`src/rtl/reg_alu_seq_pkg.sv`:
```
`default_nettype none
// ============================================================================
// Module      : reg_alu_seq_pkg
// Description : Command kinds, FSM encoding and packed command width helper.
// Revision    : 1.0
// ============================================================================
package reg_alu_seq_pkg;

    localparam logic [1:0] KIND_NOP  = 2'b00;
    localparam logic [1:0] KIND_LOAD = 2'b01;
    localparam logic [1:0] KIND_ALU  = 2'b10;
    localparam logic [1:0] KIND_READ = 2'b11;

    localparam logic [1:0] ST_IDLE  = 2'd0;
    localparam logic [1:0] ST_EXEC  = 2'd1;
    localparam logic [1:0] ST_CARRY = 2'd2;
    localparam logic [1:0] ST_RESP  = 2'd3;

    // Packed command layout, MSB first: kind, op, ra, rb, rd, imm.
    function automatic int cmd_width(input int aw, input int dw);
        return 2 + 2 + 3 * aw + dw;
    endfunction

endpackage
`default_nettype wire

```
`src/rtl/reg_alu_seq_fifo.sv`:
```
`default_nettype none
// ============================================================================
// Module      : seq_cmd_fifo
// Description : Synchronous command FIFO with extra-MSB pointers for full/empty.
// Revision    : 1.0
// ============================================================================
module seq_cmd_fifo #(
    parameter int WIDTH = 8,
    parameter int DEPTH = 4
) (
    input  logic             clk,
    input  logic             reset,
    input  logic             i_push,
    input  logic             i_pop,
    input  logic [WIDTH-1:0] i_wdata,
    output logic [WIDTH-1:0] o_rdata,
    output logic             o_full,
    output logic             o_empty
);

    localparam int c_aw = $clog2(DEPTH);

    logic [c_aw:0]      r_wr_ptr;
    logic [c_aw:0]      r_rd_ptr;
    logic [WIDTH-1:0]   r_mem [DEPTH];
    logic               w_push_ok;
    logic               w_pop_ok;

    assign w_push_ok = i_push && !o_full;
    assign w_pop_ok  = i_pop && !o_empty;

    always_ff @(posedge clk or negedge reset) begin
        if (!reset) begin
            r_wr_ptr <= '0;
            r_rd_ptr <= '0;
        end else begin
            if (w_push_ok) r_wr_ptr <= r_wr_ptr + 1'b1;
            if (w_pop_ok)  r_rd_ptr <= r_rd_ptr + 1'b1;
        end
    end

    always_ff @(posedge clk) begin
        if (w_push_ok) r_mem[r_wr_ptr[c_aw-1:0]] <= i_wdata;
    end

    assign o_rdata = r_mem[r_rd_ptr[c_aw-1:0]];
    assign o_empty = (r_wr_ptr == r_rd_ptr);
    // Same slot index but lapped once: every entry is occupied.
    assign o_full  = (r_wr_ptr[c_aw] != r_rd_ptr[c_aw]) &&
                     (r_wr_ptr[c_aw-1:0] == r_rd_ptr[c_aw-1:0]);

endmodule
`default_nettype wire

```
`src/rtl/reg_alu_seq.sv`:
```
`default_nettype none
// ============================================================================
// Module      : reg_alu_seq
// Description : Command sequencer driving the reg_alu register-file/ALU datapath.
// Revision    : 1.0
// ============================================================================
module reg_alu_seq
    import reg_alu_seq_pkg::*;
#(
    parameter int DW         = 16,
    parameter int AW         = 3,
    parameter int FIFO_DEPTH = 4
) (
    input  logic          clk,
    input  logic          reset,
    input  logic          cmd_valid,
    output logic          cmd_ready,
    input  logic [1:0]    cmd_kind,
    input  logic [1:0]    cmd_op,
    input  logic [AW-1:0] cmd_ra,
    input  logic [AW-1:0] cmd_rb,
    input  logic [AW-1:0] cmd_rd,
    input  logic [DW-1:0] cmd_imm,
    output logic          rsp_valid,
    input  logic          rsp_ready,
    output logic [DW-1:0] rsp_data,
    output logic          carry_flag,
    output logic          busy,
    output logic [7:0]    exec_count,
    output logic          dp_sel,
    output logic          dp_wr,
    output logic [1:0]    dp_op,
    output logic [AW-1:0] dp_rd_addr_a,
    output logic [AW-1:0] dp_rd_addr_b,
    output logic [AW-1:0] dp_wr_addr,
    output logic [DW-1:0] dp_d_in,
    input  logic [DW-1:0] dp_d_out_a,
    input  logic          dp_cout
);

    localparam int c_cmd_w = cmd_width(AW, DW);

    logic [c_cmd_w-1:0] w_cmd_in;
    logic [c_cmd_w-1:0] w_head;
    logic               w_full;
    logic               w_empty;
    logic               w_push;

    logic [1:0]         w_head_kind;
    logic [1:0]         w_head_op;
    logic [AW-1:0]      w_head_ra;
    logic [AW-1:0]      w_head_rb;
    logic [AW-1:0]      w_head_rd;
    logic [DW-1:0]      w_head_imm;

    logic [1:0]         r_state;
    logic [1:0]         w_state_nxt;
    logic [1:0]         r_kind;

    logic               w_pop;
    logic               w_exec;
    logic               w_count_inc;
    logic               w_rsp_load;
    logic               w_rsp_clear;
    logic               w_carry_load;

    logic               r_rsp_valid;
    logic [DW-1:0]      r_rsp_data;
    logic               r_carry;
    logic [7:0]         r_exec_count;
    logic               r_dp_sel;
    logic               r_dp_wr;
    logic [1:0]         r_dp_op;
    logic [AW-1:0]      r_dp_ra;
    logic [AW-1:0]      r_dp_rb;
    logic [AW-1:0]      r_dp_rd;
    logic [DW-1:0]      r_dp_imm;

    assign w_push   = cmd_valid && !w_full;
    assign w_cmd_in = {cmd_kind, cmd_op, cmd_ra, cmd_rb, cmd_rd, cmd_imm};

    seq_cmd_fifo #(
        .WIDTH (c_cmd_w),
        .DEPTH (FIFO_DEPTH)
    ) u_fifo (
        .clk     (clk),
        .reset   (reset),
        .i_push  (w_push),
        .i_pop   (w_pop),
        .i_wdata (w_cmd_in),
        .o_rdata (w_head),
        .o_full  (w_full),
        .o_empty (w_empty)
    );

    assign w_head_kind = w_head[c_cmd_w-1 -: 2];
    assign w_head_op   = w_head[c_cmd_w-3 -: 2];
    assign w_head_ra   = w_head[DW+3*AW-1 -: AW];
    assign w_head_rb   = w_head[DW+2*AW-1 -: AW];
    assign w_head_rd   = w_head[DW+AW-1 -: AW];
    assign w_head_imm  = w_head[DW-1:0];

    always_ff @(posedge clk or negedge reset) begin
        if (!reset) r_state <= ST_IDLE;
        else        r_state <= w_state_nxt;
    end

    always_comb begin
        w_state_nxt = r_state;
        case (r_state)
            ST_IDLE:  if (!w_empty) w_state_nxt = ST_EXEC;
            ST_EXEC: begin
                case (r_kind)
                    KIND_ALU:  w_state_nxt = ST_CARRY;
                    KIND_READ: w_state_nxt = ST_RESP;
                    default:   w_state_nxt = ST_IDLE;
                endcase
            end
            ST_CARRY: w_state_nxt = ST_IDLE;
            ST_RESP:  if (rsp_ready) w_state_nxt = ST_IDLE;
            default:  w_state_nxt = ST_IDLE;
        endcase
    end

    always_comb begin
        w_pop        = 1'b0;
        w_exec       = 1'b0;
        w_count_inc  = 1'b0;
        w_rsp_load   = 1'b0;
        w_rsp_clear  = 1'b0;
        w_carry_load = 1'b0;
        case (r_state)
            ST_IDLE:  w_pop = !w_empty;
            ST_EXEC: begin
                w_exec      = 1'b1;
                w_count_inc = (r_kind != KIND_READ);
                w_rsp_load  = (r_kind == KIND_READ);
            end
            ST_CARRY: w_carry_load = 1'b1;
            ST_RESP: begin
                w_count_inc = rsp_ready;
                w_rsp_clear = rsp_ready;
            end
            default: ;
        endcase
    end

    // Datapath controls load from the FIFO head on the pop edge so they are
    // valid for the whole EXEC cycle; addresses persist through CARRY.
    always_ff @(posedge clk or negedge reset) begin
        if (!reset) begin
            r_kind   <= KIND_NOP;
            r_dp_sel <= 1'b0;
            r_dp_wr  <= 1'b0;
            r_dp_op  <= 2'b00;
            r_dp_ra  <= '0;
            r_dp_rb  <= '0;
            r_dp_rd  <= '0;
            r_dp_imm <= '0;
        end else if (w_pop) begin
            r_kind   <= w_head_kind;
            r_dp_sel <= (w_head_kind == KIND_ALU);
            r_dp_wr  <= (w_head_kind == KIND_ALU) || (w_head_kind == KIND_LOAD);
            r_dp_op  <= w_head_op;
            r_dp_ra  <= w_head_ra;
            r_dp_rb  <= w_head_rb;
            r_dp_rd  <= w_head_rd;
            r_dp_imm <= w_head_imm;
        end else if (w_exec) begin
            r_dp_wr  <= 1'b0;
        end
    end

    always_ff @(posedge clk or negedge reset) begin
        if (!reset) begin
            r_rsp_valid  <= 1'b0;
            r_rsp_data   <= '0;
            r_carry      <= 1'b0;
            r_exec_count <= 8'd0;
        end else begin
            if (w_rsp_load) begin
                r_rsp_valid <= 1'b1;
                r_rsp_data  <= dp_d_out_a;
            end else if (w_rsp_clear) begin
                r_rsp_valid <= 1'b0;
            end
            if (w_carry_load) r_carry      <= dp_cout;
            if (w_count_inc)  r_exec_count <= r_exec_count + 8'd1;
        end
    end

    assign cmd_ready    = !w_full;
    assign busy         = (r_state != ST_IDLE) || !w_empty;
    assign rsp_valid    = r_rsp_valid;
    assign rsp_data     = r_rsp_data;
    assign carry_flag   = r_carry;
    assign exec_count   = r_exec_count;
    assign dp_sel       = r_dp_sel;
    assign dp_wr        = r_dp_wr;
    assign dp_op        = r_dp_op;
    assign dp_rd_addr_a = r_dp_ra;
    assign dp_rd_addr_b = r_dp_rb;
    assign dp_wr_addr   = r_dp_rd;
    assign dp_d_in      = r_dp_imm;

endmodule
`default_nettype wire

```
`config.mk`:
```
export PLATFORM = sky130hd
export DESIGN_NAME = reg_alu_seq
export DESIGN_NICKNAME = d
export VERILOG_FILES = /design/src/rtl/reg_alu_seq_pkg.sv /design/src/rtl/reg_alu_seq_fifo.sv /design/src/rtl/reg_alu_seq.sv
export SDC_FILE = /design/constraint.sdc
export NUM_CORES = 1
export LEC_CHECK = 0
export ABC_AREA = 1
export BUFFER_PORTS_ARGS = -buffer_cell sky130_fd_sc_hd__buf_2
export CAP_MARGIN = 15
export CORE_MARGIN = 2
export CORE_UTILIZATION = 40
export DETAILED_ROUTE_END_ITERATION = 12
export PLACE_DENSITY = 0.64
export SYNTH_ARGS = -nofsm -noshare
export SYNTH_HDL_FRONTEND = slang
export SYNTH_SLANG_ARGS = --single-unit
```
`constraint.sdc`:
```
create_clock -name clk -period 3.2 [get_ports clk]
set_input_delay 0.32 -clock clk [delete_from_list [all_inputs] [get_ports clk]]
set_output_delay 0.32 -clock clk [all_outputs]
set_load 0.03 [all_outputs]
```
---- After elaboration in Yosys (flattened, before gate mapping) ----
Memories as Yosys holds them, arrays and structs flattened.
Cells that the tools add are included.
cells by class
  add/subtract/negate cells ............... 3
  multiply operators ...................... 0
  div/mod/pow operators ................... 0
  magnitude comparators ................... 0
  equal/unequal tests ..................... 13
  shifts and indexed selects .............. 0
  multiplexer cells ....................... 16
  bitwise gates (word level) .............. 0
  reduce and logical (&&, ||, !) cells .... 13
operators by type and width
  cell                                                                   number
  1-bit 2-to-1 mux                                                       11
  2-bit equality test, second input constant                             5
  8-bit by 1-bit adder with 8-bit output, second input constant          1
  2-bit case mux with 4 select lines                                     1
  3-bit by 1-bit adder with 3-bit output, second input constant          2
  2-bit inequality test, second input constant                           3
  2-bit nonzero test                                                     3
  2-bit by 1-bit equality test with 1-bit output, second input constant  2
  1-bit logical AND                                                      4
  2-bit 2-to-1 mux                                                       2
  2-bit case mux with 2 select lines                                     1
  3-bit equality test                                                    1
  2-bit equality test                                                    1
  1-bit zero test                                                        2
  2-bit zero test                                                        1
  1-bit logical OR                                                       2
  1-bit case mux with 2 select lines                                     1
  2-bit AND reduction                                                    1
  1-bit inequality test                                                  1
storage, ports and cells
  flip-flop bits (word level) ............. 65
  latch bits .............................. 0
  bits in writable memories ............... 116
  bits in read-only memories .............. 0
  input port bits ......................... 50
  output and inout port bits .............. 57
  logic and storage cells ................. 61
  memories kept ........................... 1
memories
  memory        words  width  rd ports  clocked after Yosys merged registers in  wr ports  line                    text
  u_fifo.r_mem  4      29     1         0                                        1         reg_alu_seq_fifo.sv:25  logic [WIDTH-1:0] r_mem [DEPTH];

---- Depth between registers and ports, before layout ----
  word-level depth ........................ 7
  depth in mapped cells ................... 11
  depth with buffers taken out ............ 9

---- Hierarchy ----
From an unflattened synthesis, not the netlist that was laid out.
second synthesis, totals
  cells, all modules ...................... 626
  area total of the unflattened synthesis .. 7,201.9 µm²
by module, submodules not included
  module        times used  cells each  area an instance (µm²)
  seq_cmd_fifo  1           342         4,707.0
  reg_alu_seq   1           284         2,494.9

---- Worst setup path after synthesis ----
OpenSTA, ideal clock, no wires.
  path type ............................... register -> register
  from .................................... register u_fifo.r_rd_ptr[0]
  to ...................................... memory u_fifo.r_mem[0][0] (netlist name), enable pin
  library setup time ...................... 0.415 ns
  data arrival time ....................... 2.436 ns
  data required time ...................... 2.785 ns
  setup slack ............................. 0.349 ns
  stages on the path, launching flop included .. 7
  period minus slack after synthesis ...... 2.851 ns
  cell sequence ........................... dfrtp_1 buf_4 nand2_1 nand2_2 nand3_1 nand2_2 nor2_1
between the ends
  word-level cells in the longest chain between the ends .. 7
ends and longest elaborated chain
  item                                      line                    text
  from (decl)                               reg_alu_seq_fifo.sv:24  logic [c_aw:0] r_rd_ptr;
  from (signal assigned)                    reg_alu_seq_fifo.sv:38  if (w_pop_ok) r_rd_ptr <= r_rd_ptr + 1'b1;
  2-bit equality test *                     reg_alu_seq_fifo.sv:50  (r_wr_ptr[c_aw-1:0] == r_rd_ptr[c_aw-1:0]);
  1-bit logical AND *                       reg_alu_seq_fifo.sv:49  assign o_full = (r_wr_ptr[c_aw] != r_rd_ptr[c_aw]) &&
  1-bit zero test *                         -
  named net cmd_ready                       reg_alu_seq.sv:17       output logic cmd_ready,
  1-bit logical AND                         reg_alu_seq.sv:79       assign w_push = cmd_valid && !w_full;
  1-bit logical AND *                       reg_alu_seq_fifo.sv:29  assign w_push_ok = i_push && !o_full;
  1-bit 2-to-1 mux *                        reg_alu_seq_fifo.sv:43  if (w_push_ok) r_mem[r_wr_ptr[c_aw-1:0]] <= i_wdata;
  1-bit 2-to-1 mux (implied by the code) *  reg_alu_seq_fifo.sv:43
  to (decl)                                 reg_alu_seq_fifo.sv:25
Mark *: on every way through the listed nets, which the timed path passes. The rest lies on a longest branch.

---- Final worst setup path ----
  from .................................... register u_fifo.r_rd_ptr[0]
  to ...................................... memory u_fifo.r_mem[0][8] (netlist name), enable pin
between the ends
  word-level cells in the longest chain between the ends .. 7
ends and longest elaborated chain
  item                                      line
  2-bit equality test *                     reg_alu_seq_fifo.sv:50
  1-bit logical AND *                       reg_alu_seq_fifo.sv:49
  1-bit zero test *                         reg_alu_seq_fifo.sv:29, reg_alu_seq.sv:79
  1-bit logical AND                         reg_alu_seq.sv:79
  1-bit logical AND *                       reg_alu_seq_fifo.sv:29
  1-bit 2-to-1 mux *                        reg_alu_seq_fifo.sv:43
  1-bit 2-to-1 mux (implied by the code) *  reg_alu_seq_fifo.sv:43
Every way passes the cells marked *; elsewhere a longest branch is shown, timed or not.

==> flow_summary.toml <==
[synth]
yosysMostFrequentCell = "nand2_1"
ys_seq_area_frac = 0.655
synth_seq_cells = 181
synth_flop_cell = "edfxtp_1"
synth_top_area_share = 0.447
synth_edf_count = 116
yosys-top-cells-area = "edfxtp_1, dfrtp_1, nand2_1"
yosysUniqueCellTypes = 28
yosysTopAreaCell = "edfxtp_1"
synthArstFlopShare = 0.359
netlist_area_um2 = 7800
synth_nets = 851
synthCells = 794
ys.warnings.count = 0
synth_common_cells = "nand2_1, inv_1, edfxtp_1, nand3_1, dfrtp_1"
avgSynthCellArea_um2 = 9.82

[global_routing]
grt_pass1_vias = 4942
grt.total_usage = 0.159
grt_pass1_wl_um = 24900
grt_max_degree = 66
use_met1 = 0.205
met3_usage = 0.0327
grt.overflow.total = 0
antenna_found_initial = 0
top_usage_layer = "met2"
met2_usage = 0.264

[layout]
syn_to_final_growth_pct = 17.4
nets = 951
n_antenna_cell = 0
seq_area_um2 = 5110
drive_gt1_frac = 0.176
fillers = 1808
final_area_um2 = 9150
multiInputGateArea_um2 = 1960

[floorplanning]
chipHeight_um = 144
ios = 107
dieArea_um2 = 20600
initial_core_util = 0.405
die_w_um = 144
coreArea_um2 = 19300
num_rows = 51

[timing]
drv_slew = 0
min_period_over_period = 0.753
final_hold_viol_count = 0
slew_headroom = 0.350
skew_ns = 0.0102
fin_crit_ns = 2.41
max_freq_ghz = 0.415
worst_slew_pin_slew_ns = 0.973
setup-violations-final = 0
rsz0062_at_grt = "false"
finalSetupTns_ns = 0

[clocking]
cts_tree = "built"
cts_setup_buffers = 0
root_buffer = "clkbuf_16"
insertion_delay_ns = 0.44
clk_pin_slew_ns = 0.07
h-tree-depth = 4
cts-buffers-inserted = 17
post_cts_resized = 0
clkSinkCount = 181
clk_path_buf_depth = 2
cts_hold_buf = 0

[drt]
routedWlPerCell_um = 13.4
drt-initial-drc-count = 327
viasPerCell = 4.45
ant_nets = 0
drt_wl_total_um = 15700
dr_total_vias = 5217
dr.pass1.iters = 5
drcViolationCount = 0

[setup_path]
critPathBufInv = 1
path_delay_family = "simple AND/OR/NAND/NOR gates"
crit_top_cell = "nand2_2"
cp.arrival_ns = 2.47
worstSetupStartpointType = "flip-flop"
crit_path_max_incr_delay_ns = 0.79
path_cells = "inv_2 > nand2_1 > nand2_2 > nand3_1 > nand2_2 > nor2_4"
end_kind = "flip-flop"
crit_required_ns = 3.26
crit_type = "flip-flop to flip-flop"
cp_max_fo = 29
cp_slowest_cell = "nor2_4"

[pwr]
p_leak_nw = 4.54
vdd_drop_max_mv = 0.523
p_per_area_nw_per_um2 = 1040

[placement]
place_congestion = 0.786
hpwl_um = 9800
place.port_buffers = 106
place_area_um2 = 8570

[outcome]
status = "finished clean"

[hold_path]
hp-class = "input port to asynchronous set/reset pin"

[job]
drv_cap = 0
flip-flops by register name (all words and copies together), names as in the netlist, 3 cells and up:
| signal | cells |
|---|---|
| rsp_data | 16 |
| u_fifo.r_mem | 116 |
| u_fifo.r_rd_ptr | 3 |
| dp_wr_addr | 3 |
| dp_rd_addr_a | 3 |
| dp_d_in | 16 |
| exec_count | 8 |
| dp_rd_addr_b | 3 |
| u_fifo.r_wr_ptr | 3 |
kinds of logic (layout without fill, tap and decap cells):
logic type,Yosys count,after routing,synth area share
adders and majority gates,7,7,0.0112
AOI/OAI and AO/OA,18,18,0.0117
and+or+nand+nor,394,394,0.213
DFF,181,181,0.655
buffers and inverters,187,300,0.0979
xor gates and xnor gates,7,7,0.0103
path summary, 6_finish.rpt:
check / cells past startpoint / start / slack [ns] / end
max: 6 / u_fifo.r_rd_ptr[0] / 0.79 / u_fifo.r_mem[0][8]
min: 1 / reset / 0.008 / exec_count[4]
max reg2reg: 6 / u_fifo.r_rd_ptr[0] / 0.79 / u_fifo.r_mem[0][8]
min reg2reg: 2 / dp_sel / 0.46 / dp_sel
max in group asynchronous: 1 / reset / 2.58 / u_fifo.r_rd_ptr[0]
min in group clk: 1 / cmd_imm[14] / 0.10 / u_fifo.r_mem[0][14]
stage by stage:
step           hold slack [ns]  setup WS [ns]  power, mW  cells   util
2_1_floorplan           0.0244          0.349       6.51    794      -
3_3_place_gp             0.450          0.876       7.47   1140  0.445
3_5_place_dp             0.453          0.813       7.55   1140  0.445
4_1_cts                 0.0374          0.769       9.64   1172  0.475
5_1_grt                 0.0826          0.551       10.2   1172  0.475
6_report               0.00843          0.791       9.52   1172  0.475
layer usage:
layer / vias up / part of all wire
li1: 2676 / -
met1: 2405 / 0.46
met2: 122 / 0.47
met3: 14 / 0.054
met4: 0 / 0.016
met5: - / 0
worst register-to-register path, stage by stage, from the launching register on:
cell     delay, ns
dfrtp_2       0.58
inv_2         0.06
nand2_1       0.08
nand2_2       0.08
nand3_1       0.20
nand2_2       0.22
nor2_4        0.80
layout make-up:
class	instances	share of cell area
inverter	155	0.0636
tap	265	0.0362
clock inverter	15	0.0174
sequential	181	0.558
clock buffer	17	0.0465
timing repair buffer	113	0.0640
multi-input combinational	426	0.214
power by group:
group | internal (mW) | switching, mW
Combinational | 1.11 | 2.73
Clock | 1.11 | 0.962
Sequential | 3.26 | 0.356
cell usage in the layout, fill, tap and decap left out, types with 6 or more instances in the layout:
cell	count
inv_1	154
nand3_1	100
nand2_1	273
ha_1	7
buf_2	105
edfxtp_1	116
nor2_4	6
o21ai_0	13
buf_4	8
inv_6	7
clkbuf_16	17
dfrtp_1	64
(Power assumes the default switching activity.)
